--- src/rtl/i2c_req_arbiter_pkg.sv ---
// i2c_pkg: shared widths and state encoding for the I2C request arbiter.
package i2c_pkg;

   localparam int DEV_ADDR_W         = 7;
   localparam int INNER_ADDR_W       = 8;
   localparam int DATA_W             = 8;
   localparam int DEF_TIMEOUT_CYCLES = 4096;

   typedef enum logic [1:0] {
      S_IDLE,
      S_ISSUE,
      S_WAIT,
      S_RESP
   } state_e;

endpackage

--- src/rtl/i2c_req_arbiter_if.sv ---
// i2c_req_arbiter_if: command/response bus between the arbiter and
// the single shared I2C byte master.
interface i2c_req_arbiter_if;
   import i2c_pkg::*;

   logic                    m_start;
   logic                    m_rw;
   logic [DEV_ADDR_W-1:0]   m_dev_addr;
   logic [INNER_ADDR_W-1:0] m_inner_addr;
   logic [DATA_W-1:0]       m_wdata;
   logic [DATA_W-1:0]       m_rdata;
   logic                    m_done;

   modport master (
      output m_start, m_rw, m_dev_addr, m_inner_addr, m_wdata,
      input  m_rdata, m_done
   );

   modport slave (
      input  m_start, m_rw, m_dev_addr, m_inner_addr, m_wdata,
      output m_rdata, m_done
   );

endinterface

--- src/rtl/i2c_req_arbiter_rr.sv ---
// rr_arbiter: combinational round-robin pick, searching upward from
// ptr+1 with wrap; returns one-hot grant, its index and a hit flag.
module rr_arbiter #(
   parameter int N = 4
) (
   input  logic [N-1:0] req,
   input  logic [2:0]   ptr,
   output logic [N-1:0] gnt,
   output logic [2:0]   idx,
   output logic         any
);

   always_comb begin
      gnt = '0;
      idx = '0;
      any = 1'b0;
      for (int k = 1; k <= N; k++) begin
         for (int i = 0; i < N; i++) begin
            if (!any && req[i] && ((int'(ptr) + k) % N == i)) begin
               gnt[i] = 1'b1;
               idx    = 3'(i);
               any    = 1'b1;
            end
         end
      end
   end

endmodule

--- src/rtl/i2c_req_arbiter.sv ---
// i2c_req_arbiter: shares one I2C byte master among N_REQ requesters
// with round-robin grant and a per-transaction watchdog.
module i2c_req_arbiter
   import i2c_pkg::*;
#(
   parameter int N_REQ          = 4,
   parameter int TIMEOUT_CYCLES = DEF_TIMEOUT_CYCLES,
   parameter int CNT_W          = 12
) (
   input  logic                          clk,
   input  logic                          rst,
   input  logic [N_REQ-1:0]              req,
   input  logic [N_REQ-1:0]              req_rw,
   input  logic [DEV_ADDR_W*N_REQ-1:0]   req_dev_addr,
   input  logic [INNER_ADDR_W*N_REQ-1:0] req_inner_addr,
   input  logic [DATA_W*N_REQ-1:0]       req_wdata,
   output logic [N_REQ-1:0]              resp_valid,
   output logic [DATA_W-1:0]             resp_rdata,
   output logic                          resp_err,
   output logic                          busy,
   output logic [2:0]                    grant_id,
   i2c_req_arbiter_if.master             m
);

   state_e                  state;
   state_e                  stateNext;
   logic [2:0]              ptr;
   logic [N_REQ-1:0]        gntOh;
   logic [2:0]              gntIdx;
   logic                    gntAny;
   logic                    selRw;
   logic [DEV_ADDR_W-1:0]   selDev;
   logic [INNER_ADDR_W-1:0] selInner;
   logic [DATA_W-1:0]       selWdata;
   logic                    mRw;
   logic [DEV_ADDR_W-1:0]   mDev;
   logic [INNER_ADDR_W-1:0] mInner;
   logic [DATA_W-1:0]       mWdata;
   logic [CNT_W-1:0]        wdCnt;
   logic                    doneHit;
   logic                    toHit;

   rr_arbiter #(.N(N_REQ)) uArb (
      .req (req),
      .ptr (ptr),
      .gnt (gntOh),
      .idx (gntIdx),
      .any (gntAny)
   );

   always_comb begin
      selRw    = 1'b0;
      selDev   = '0;
      selInner = '0;
      selWdata = '0;
      for (int i = 0; i < N_REQ; i++) begin
         if (gntOh[i]) begin
            selRw    = req_rw[i];
            selDev   = req_dev_addr[DEV_ADDR_W*i +: DEV_ADDR_W];
            selInner = req_inner_addr[INNER_ADDR_W*i +: INNER_ADDR_W];
            selWdata = req_wdata[DATA_W*i +: DATA_W];
         end
      end
   end

   // m_done only counts while waiting; done beats a same-cycle timeout
   assign doneHit = (state == S_WAIT) && m.m_done;
   assign toHit   = (state == S_WAIT) && !m.m_done &&
                    (wdCnt == CNT_W'(TIMEOUT_CYCLES - 1));

   always_ff @(posedge clk or negedge rst) begin
      if (!rst) state <= S_IDLE;
      else      state <= stateNext;
   end

   always_comb begin
      stateNext = state;
      unique case (state)
         S_IDLE:  if (gntAny) stateNext = S_ISSUE;
         S_ISSUE: stateNext = S_WAIT;
         S_WAIT:  if (doneHit || toHit) stateNext = S_RESP;
         S_RESP:  stateNext = S_IDLE;
         default: stateNext = S_IDLE;
      endcase
   end

   always_ff @(posedge clk or negedge rst) begin
      if (!rst) begin
         ptr        <= 3'(N_REQ - 1);
         grant_id   <= '0;
         mRw        <= 1'b0;
         mDev       <= '0;
         mInner     <= '0;
         mWdata     <= '0;
         wdCnt      <= '0;
         resp_rdata <= '0;
         resp_err   <= 1'b0;
      end else begin
         unique case (state)
            S_IDLE: begin
               if (gntAny) begin
                  grant_id <= gntIdx;
                  mRw      <= selRw;
                  mDev     <= selDev;
                  mInner   <= selInner;
                  mWdata   <= selWdata;
               end
            end
            S_ISSUE: wdCnt <= '0;
            S_WAIT: begin
               wdCnt <= wdCnt + 1'b1;
               if (doneHit) begin
                  resp_rdata <= mRw ? m.m_rdata : '0;
                  resp_err   <= 1'b0;
               end else if (toHit) begin
                  resp_rdata <= '0;
                  resp_err   <= 1'b1;
               end
            end
            S_RESP:  ptr <= grant_id;
            default: ;
         endcase
      end
   end

   always_comb begin
      resp_valid = '0;
      if (state == S_RESP) begin
         for (int i = 0; i < N_REQ; i++) begin
            resp_valid[i] = (grant_id == 3'(i));
         end
      end
   end

   assign busy           = (state != S_IDLE);
   assign m.m_start      = (state == S_ISSUE);
   assign m.m_rw         = mRw;
   assign m.m_dev_addr   = mDev;
   assign m.m_inner_addr = mInner;
   assign m.m_wdata      = mWdata;

endmodule
--- src/flat_wrapper.sv ---
// flat-port wrapper written by rule: the top's interface ports become plain ports
module i2c_req_arbiter_flat import i2c_pkg::*;
#(
   parameter int N_REQ          = 4,
   parameter int TIMEOUT_CYCLES = DEF_TIMEOUT_CYCLES,
   parameter int CNT_W          = 12
)
  (clk, rst, req, req_rw, req_dev_addr, req_inner_addr, req_wdata, resp_valid, resp_rdata, resp_err, busy, grant_id, m_m_start, m_m_rw, m_m_dev_addr, m_m_inner_addr, m_m_wdata, m_m_rdata, m_m_done);
  i2c_req_arbiter_if m_i ();
  input  logic clk;
  input  logic rst;
  input  logic [N_REQ-1:0] req;
  input  logic [N_REQ-1:0] req_rw;
  input  logic [DEV_ADDR_W*N_REQ-1:0] req_dev_addr;
  input  logic [INNER_ADDR_W*N_REQ-1:0] req_inner_addr;
  input  logic [DATA_W*N_REQ-1:0] req_wdata;
  output logic [N_REQ-1:0] resp_valid;
  output logic [DATA_W-1:0] resp_rdata;
  output logic resp_err;
  output logic busy;
  output logic [2:0] grant_id;
  output wire logic [$bits(m_i.m_start)-1:0] m_m_start;
  output wire logic [$bits(m_i.m_rw)-1:0] m_m_rw;
  output wire logic [$bits(m_i.m_dev_addr)-1:0] m_m_dev_addr;
  output wire logic [$bits(m_i.m_inner_addr)-1:0] m_m_inner_addr;
  output wire logic [$bits(m_i.m_wdata)-1:0] m_m_wdata;
  input wire logic [$bits(m_i.m_rdata)-1:0] m_m_rdata;
  input wire logic [$bits(m_i.m_done)-1:0] m_m_done;
  assign m_m_start = m_i.m_start;
  assign m_m_rw = m_i.m_rw;
  assign m_m_dev_addr = m_i.m_dev_addr;
  assign m_m_inner_addr = m_i.m_inner_addr;
  assign m_m_wdata = m_i.m_wdata;
  assign m_i.m_rdata = m_m_rdata;
  assign m_i.m_done = m_m_done;
  i2c_req_arbiter #(.N_REQ(N_REQ), .TIMEOUT_CYCLES(TIMEOUT_CYCLES), .CNT_W(CNT_W)) u_core (.clk(clk), .rst(rst), .req(req), .req_rw(req_rw), .req_dev_addr(req_dev_addr), .req_inner_addr(req_inner_addr), .req_wdata(req_wdata), .resp_valid(resp_valid), .resp_rdata(resp_rdata), .resp_err(resp_err), .busy(busy), .grant_id(grant_id), .m(m_i));
endmodule
--- config.mk ---
export PLATFORM = sky130hd
export DESIGN_NAME = i2c_req_arbiter_flat
export DESIGN_NICKNAME = d
export VERILOG_FILES = /design/src/rtl/i2c_req_arbiter_pkg.sv /design/src/rtl/i2c_req_arbiter_if.sv /design/src/rtl/i2c_req_arbiter_rr.sv /design/src/rtl/i2c_req_arbiter.sv /design/src/flat_wrapper.sv
export SDC_FILE = /design/constraint.sdc
export NUM_CORES = 1
export LEC_CHECK = 0
export CORE_ASPECT_RATIO = 1.75
export CORE_UTILIZATION = 46
export DETAILED_ROUTE_END_ITERATION = 8
export GPL_ROUTABILITY_DRIVEN = 0
export PLACE_DENSITY = 0.85
export SYNTH_ARGS = -nofsm -noshare
export SYNTH_HDL_FRONTEND = slang
export SYNTH_HIERARCHICAL = 1
export SYNTH_SLANG_ARGS = --single-unit
--- constraint.sdc ---
create_clock -name clk -period 5.5 [get_ports clk]
set_input_delay 1.375 -clock clk [delete_from_list [all_inputs] [get_ports clk]]
set_output_delay 1.375 -clock clk [all_outputs]
set_load 0.005 [all_outputs]
======== Yosys cells after proc, flatten, opt, wreduce, memory -nomap -nowiden ========
Cells that the tools add are included.
word-level totals
  register bits ........................... 52
  output and inout port bits .............. 42
  word-level logic and storage cells ...... 179
operators by class
  $add $sub $neg .......................... 5
  equality and inequality tests ........... 21
  muxes and demuxes ....................... 72
  bitwise operators ....................... 4
  reduce and logical (&&, ||, !) cells .... 67
operator list
  kind                   number
  $logic_not 32->1       4
  $mux 8                 11
  $mux 3                 14
  $mux 1                 38
  $logic_and 1x1->1      34
  $mux 7                 4
  $eq 3x3->1 const B     8
  $pmux 12 s2            1
  $eq 3x2->1 const B     6
  $logic_not 1->1        16
  $add 12x1->12 const B  1
  $eq 12x12->1 const B   1
  $pmux 2 s4             1
  $reduce_or 2->1        4
  $reduce_and 2->1       3
  $reduce_bool 2->1      3
  $add 2x1->2 const B    2
  $add 2x2->2 const B    2
  $and 1x1->1 const A    4
  $eq 2x2->1 const B     2
  $mux 2                 2
  $mux 4                 1
  $eq 3x1->1 const B     1
  $logic_not 3->1        1
  other kinds (5)        5

======== Depth between registers and ports, before layout ========
  depth in word-level cells ............... 68
  gate-level depth with buffers ........... 8
  gate-level depth less buffers ........... 6

======== Modules after synthesis ========
The synthesis kept the hierarchy.
modules (own cells, without submodules)
  module           instances  cells each  area an instance (sq um)  sequential area each (sq um)
  i2c_req_arbiter  1          359         3209.3                    1328.8
  rr_arbiter       1          26          162.7                     0.0

======== Worst setup path after synthesis ========
OpenSTA, ideal clock, no wires.
  path kind ............................... input port to flip-flop
  from .................................... input req[2]
  to ...................................... register u_core.mDev[0] (netlist: u_core/m.m_dev_addr[0])
  arrival ................................. 2660 ps
  required time ........................... 5418 ps
  slack ................................... 2758 ps
  cell stages on the path ................. 8
  path through ............................ nor2_1 -> a21oi_1 -> o2bb2ai_1 -> buf_2 -> buf_2 -> a21oi_1 -> a221o_1 -> a31oi_1
RTL lines
  what                            line                      source
  start, declared                 flat_wrapper.sv:12        input logic [N_REQ-1:0] req;
  $logic_and 1x1->1 (2 in a row)  i2c_req_arbiter_rr.sv:19  if (!any && req[i] && ((int'(ptr) + k) % N == i)) begin
  $mux 1                          i2c_req_arbiter_rr.sv:19
  $logic_not 1->1                 i2c_req_arbiter_rr.sv:19
  $logic_and 1x1->1 (2 in a row)  i2c_req_arbiter_rr.sv:19
  $mux 1                          i2c_req_arbiter_rr.sv:19
  $logic_not 1->1                 i2c_req_arbiter_rr.sv:19
  $logic_and 1x1->1 (2 in a row)  i2c_req_arbiter_rr.sv:19
  $mux 1                          i2c_req_arbiter_rr.sv:19
  [... 28 more ...]               -
  $logic_not 1->1                 i2c_req_arbiter_rr.sv:19
  $logic_and 1x1->1 (2 in a row)  i2c_req_arbiter_rr.sv:19
  $mux 1                          i2c_req_arbiter_rr.sv:19
  $logic_not 1->1                 i2c_req_arbiter_rr.sv:19
  $logic_and 1x1->1 (2 in a row)  i2c_req_arbiter_rr.sv:19
  $mux 1 *                        i2c_req_arbiter_rr.sv:19
  net u_core.gntOh[1]             i2c_req_arbiter.sv:28     logic [N_REQ-1:0] gntOh;
  $mux 7 * (3 in a row)           i2c_req_arbiter.sv:57     if (gntOh[i]) begin
  end signal, assigned            i2c_req_arbiter.sv:104    mDev <= selDev;
  end, declared                   i2c_req_arbiter.sv:36     logic [DEV_ADDR_W-1:0] mDev;
The timed path passes the listed nets; every way through them passes the cells marked *.
A chain may end at the register's enable or synchronous reset.

======== Worst setup path in the final report ========
  from .................................... input req[1]
  to ...................................... register u_core.mInner[2] (netlist: u_core/m.m_inner_addr[2])
RTL lines
  what                            line                      source
  $logic_and 1x1->1 (2 in a row)  i2c_req_arbiter_rr.sv:19
  $mux 1                          i2c_req_arbiter_rr.sv:19
  $logic_not 1->1                 i2c_req_arbiter_rr.sv:19
  $logic_and 1x1->1 (2 in a row)  i2c_req_arbiter_rr.sv:19
  $mux 1                          i2c_req_arbiter_rr.sv:19
  $logic_not 1->1                 i2c_req_arbiter_rr.sv:19
  $logic_and 1x1->1 (2 in a row)  i2c_req_arbiter_rr.sv:19
  $mux 1                          i2c_req_arbiter_rr.sv:19
  [... 36 more ...]               -
  $logic_not 1->1                 i2c_req_arbiter_rr.sv:19
  $logic_and 1x1->1 (2 in a row)  i2c_req_arbiter_rr.sv:19
  $mux 1                          i2c_req_arbiter_rr.sv:19
  $logic_not 1->1                 i2c_req_arbiter_rr.sv:19
  $logic_and 1x1->1 (2 in a row)  i2c_req_arbiter_rr.sv:19
  $mux 1 *                        i2c_req_arbiter_rr.sv:19
  net u_core.gntOh[2]             i2c_req_arbiter.sv:28
  $mux 8 * (2 in a row)           i2c_req_arbiter.sv:57
  end signal, assigned            i2c_req_arbiter.sv:105    mInner <= selInner;
  end, declared                   i2c_req_arbiter.sv:37     logic [INNER_ADDR_W-1:0] mInner;
Marked as above.

==> key figures <==
STA
  – Final hold violation count: 0
  – Max frequency: 0.2932 GHz
  – Slew @ Worst Pin: 0.9726 ns
  – Final clock skew: 0.004963 ns
  – Final WS setup: 2.089 ns
  – Crit share post-route: 62.01%
  – Final setup viols: 0
  – TNS Setup: 0 ns
  – Slew headroom: 35.16%
  – Slew Limit Fails: 0
  – Worst Hold Margin: 0.5159 ns
  – RSZ-0062 raised after global routing: false
  – Tmin final: 3.411 ns

Setup path
  – Startpoint Class: input port
  – CP Cell Sequence: clkdlybuf4s50_1, nor2_1, o221a_2, a21oi_1, a221o_1, a31oi_1
  – RR Startpoint: u_core/ptr[0]
  – CP Max Fanout: 48
  – CP Capture Type: register
  – R2r setup slk: 3.26 ns
  – Critical path startpoint: req[1]
  – RR Endpoint: u_core/m.m_wdata[1]
  – Critical path's slowest cell: o221a_2
  – Worst Path Arrival: 3.62 ns
  – CP max stage delay: 0.85 ns
  – Top delay family on crit path: compound AO/OA/AOI/OAI gates
  – WS Path Type: in2reg
  – Req. time, crit path: 5.71 ns
  – Cell count of the worst reg-to-reg path: 5
  – Worst Path Buf+Inv: 1
  – Crit path capture: u_core/m.m_inner_addr[2]
  – Number of cells on the critical path: 6

Drt
  – Average wire per standard cell: 16.36 um
  – Drc violations: 0
  – Vias: 3422
  – Pre-antenna DRT Iters: 4
  – Drt total wl: 9797 um
  – DR iter-0 viols: 231
  – Vias per cell: 5.713
  – ANT nets after route: 0

Floorplan
  – Total die area: 7609 um^2
  – Core ar.: 6957 um^2
  – # IOs: 153
  – Die W: 66.37 um
  – Die Y: 114.7 um
  – Row count: 40
  – Starting Density: 47.95%

Power
  – Static leakage: 0.001999 uW
  – Power Internal: 1365 uW
  – Switching part of the total power: 37.84%
  – Sw power: 831.2 uW
  – Seq pwr share: 30.5%
  – Clock power frac: 13.6%
  – Power per cell area: 441.6 nW/um^2
  – Combinational share of power: 55.9%
  – Peak supply drop: 0.3074 mV

Global route
  – Gr usage total: 27.40%
  – Largest net degree at the start of global routing: 53
  – Number of global-route vias before repair: 3514
  – First-pass GRT wire length: 16100 um
  – Initial antenna violation count: 0
  – Grt total ovfl: 0

Cells and area
  – Ant diodes: 0
  – # fillers: 563
  – Share of layout cells above drive strength 1: 4.854%
  – Finished Cell Area: 4975 um^2
  – Post-layout nets: 631
  – P&R area growth vs syn: 49.14%

Yosys
  – Syn Inst Count: 383
  – Syn_area_per_cell: 8.709 um^2
  – Synth Cell Area: 3336 um^2
  – Syn Nets: 500
  – Syn. warnings: 6

Clocking
  – Worst skew pair latency: 0.29 ns
  – Clk sinks: 52
  – # resized after CTS: 0
  – CTS root buf: clkbuf_16
  – CTS buffer count: 5
  – Clock Path Buffers: 2
  – Worst-path clk slew: 0.06 ns
  – CTS H-tree lvls: 2
  – Postcts setup bufs: 0
  – CTS tree: yes
  – Hold_buf cts: 0

Placement
  – # port buffers: 152
  – Pre-CTS WS: 1.825 ns
  – Dpl hpwl: 7377 um
  – Placed cell areas: 4837 um^2

Job
  – Max Cap Viol: 0

Status
  – Outcome: finished clean

Hold path
  – Hold Path Class: reg2reg
[cell type report]
type	instances	area (um^2)	area share, %
Clock buffer	7	132.6	2.666
Clock inverter	1	5.005	0.1006
Inverter	38	142.6	2.867
Multi-Input combinational cell	263	1754	35.26
Sequential cell	52	1304	26.21
Tap cell	84	105.1	2.113
Timing Repair Buffer	154	1531	30.78
[power by group through the flow]
stage	logic, uW	clock network (uW)	registers [uW]
finish	1230	298	670
global route	1350	319	693
CTS	1230	305	672
detailed placement	1220	0	676
global placement	1180	0	670
floorplan	730	0	655
[flip-flops by register name (all words and copies together) (netlist names)]
register               cells
u_core/m.m_dev_addr        7
u_core/grant_id            3
u_core/state               2
u_core/resp_err            1
u_core/m.m_inner_addr      8
u_core/m.m_wdata           8
u_core/ptr                 2
u_core/resp_rdata          8
u_core/m.m_rw              1
u_core/wdCnt              12
[cell usage in the layout, fill, tap and decap left out, types with 6 or more instances in the layout]
cell type	instances
o21ai_0	6
nor2_1	33
nor2b_1	6
inv_1	38
dfrtp_1	50
a31oi_1	25
nand3b_1	25
clkdlybuf4s50_1	151
ha_1	6
nand2b_1	7
and2b_1	6
a21oi_1	30
a221o_1	32
nand2_1	31
[worst register-to-register path: stages, from the launching register on]
cell     delay, ns
dfstp_2       0.58
and2b_4       0.22
o22ai_1       0.15
a32o_2        0.81
a221o_1       0.24
a31oi_1       0.09
[worst min path at each step]
stage / start / to / slack (ns) / cells past startpoint
after floorplan: u_core/resp_err / u_core/resp_err / 0.50 / 2
after global placement: u_core/resp_err / u_core/resp_err / 0.50 / 2
after detailed placement: u_core/resp_err / u_core/resp_err / 0.51 / 2
after CTS: u_core/resp_err / u_core/resp_err / 0.53 / 2
after global routing: u_core/resp_err / u_core/resp_err / 0.53 / 2
final: u_core/resp_err / u_core/resp_err / 0.52 / 2
[routing by layer]
metal	part of all wire (%)	global-route usage, %	vias to the layer above
li1	-	-	1651
met1	35	29.28	1607
met2	56	50.95	143
met3	5.8	5.777	21
met4	2.8	10.21	0
met5	0	0	-
[per-stage QoR]
stage / util [%] / cells / total power (uW)
floorplan: - / 383 / 1385
global placement: 69.53 / 591 / 1853
detailed placement: 69.53 / 591 / 1897
CTS: 71.51 / 599 / 2209
global route: 71.51 / 599 / 2367
finish: 71.51 / 599 / 2197
No activity file was read; power rests on OpenSTA's default activity.
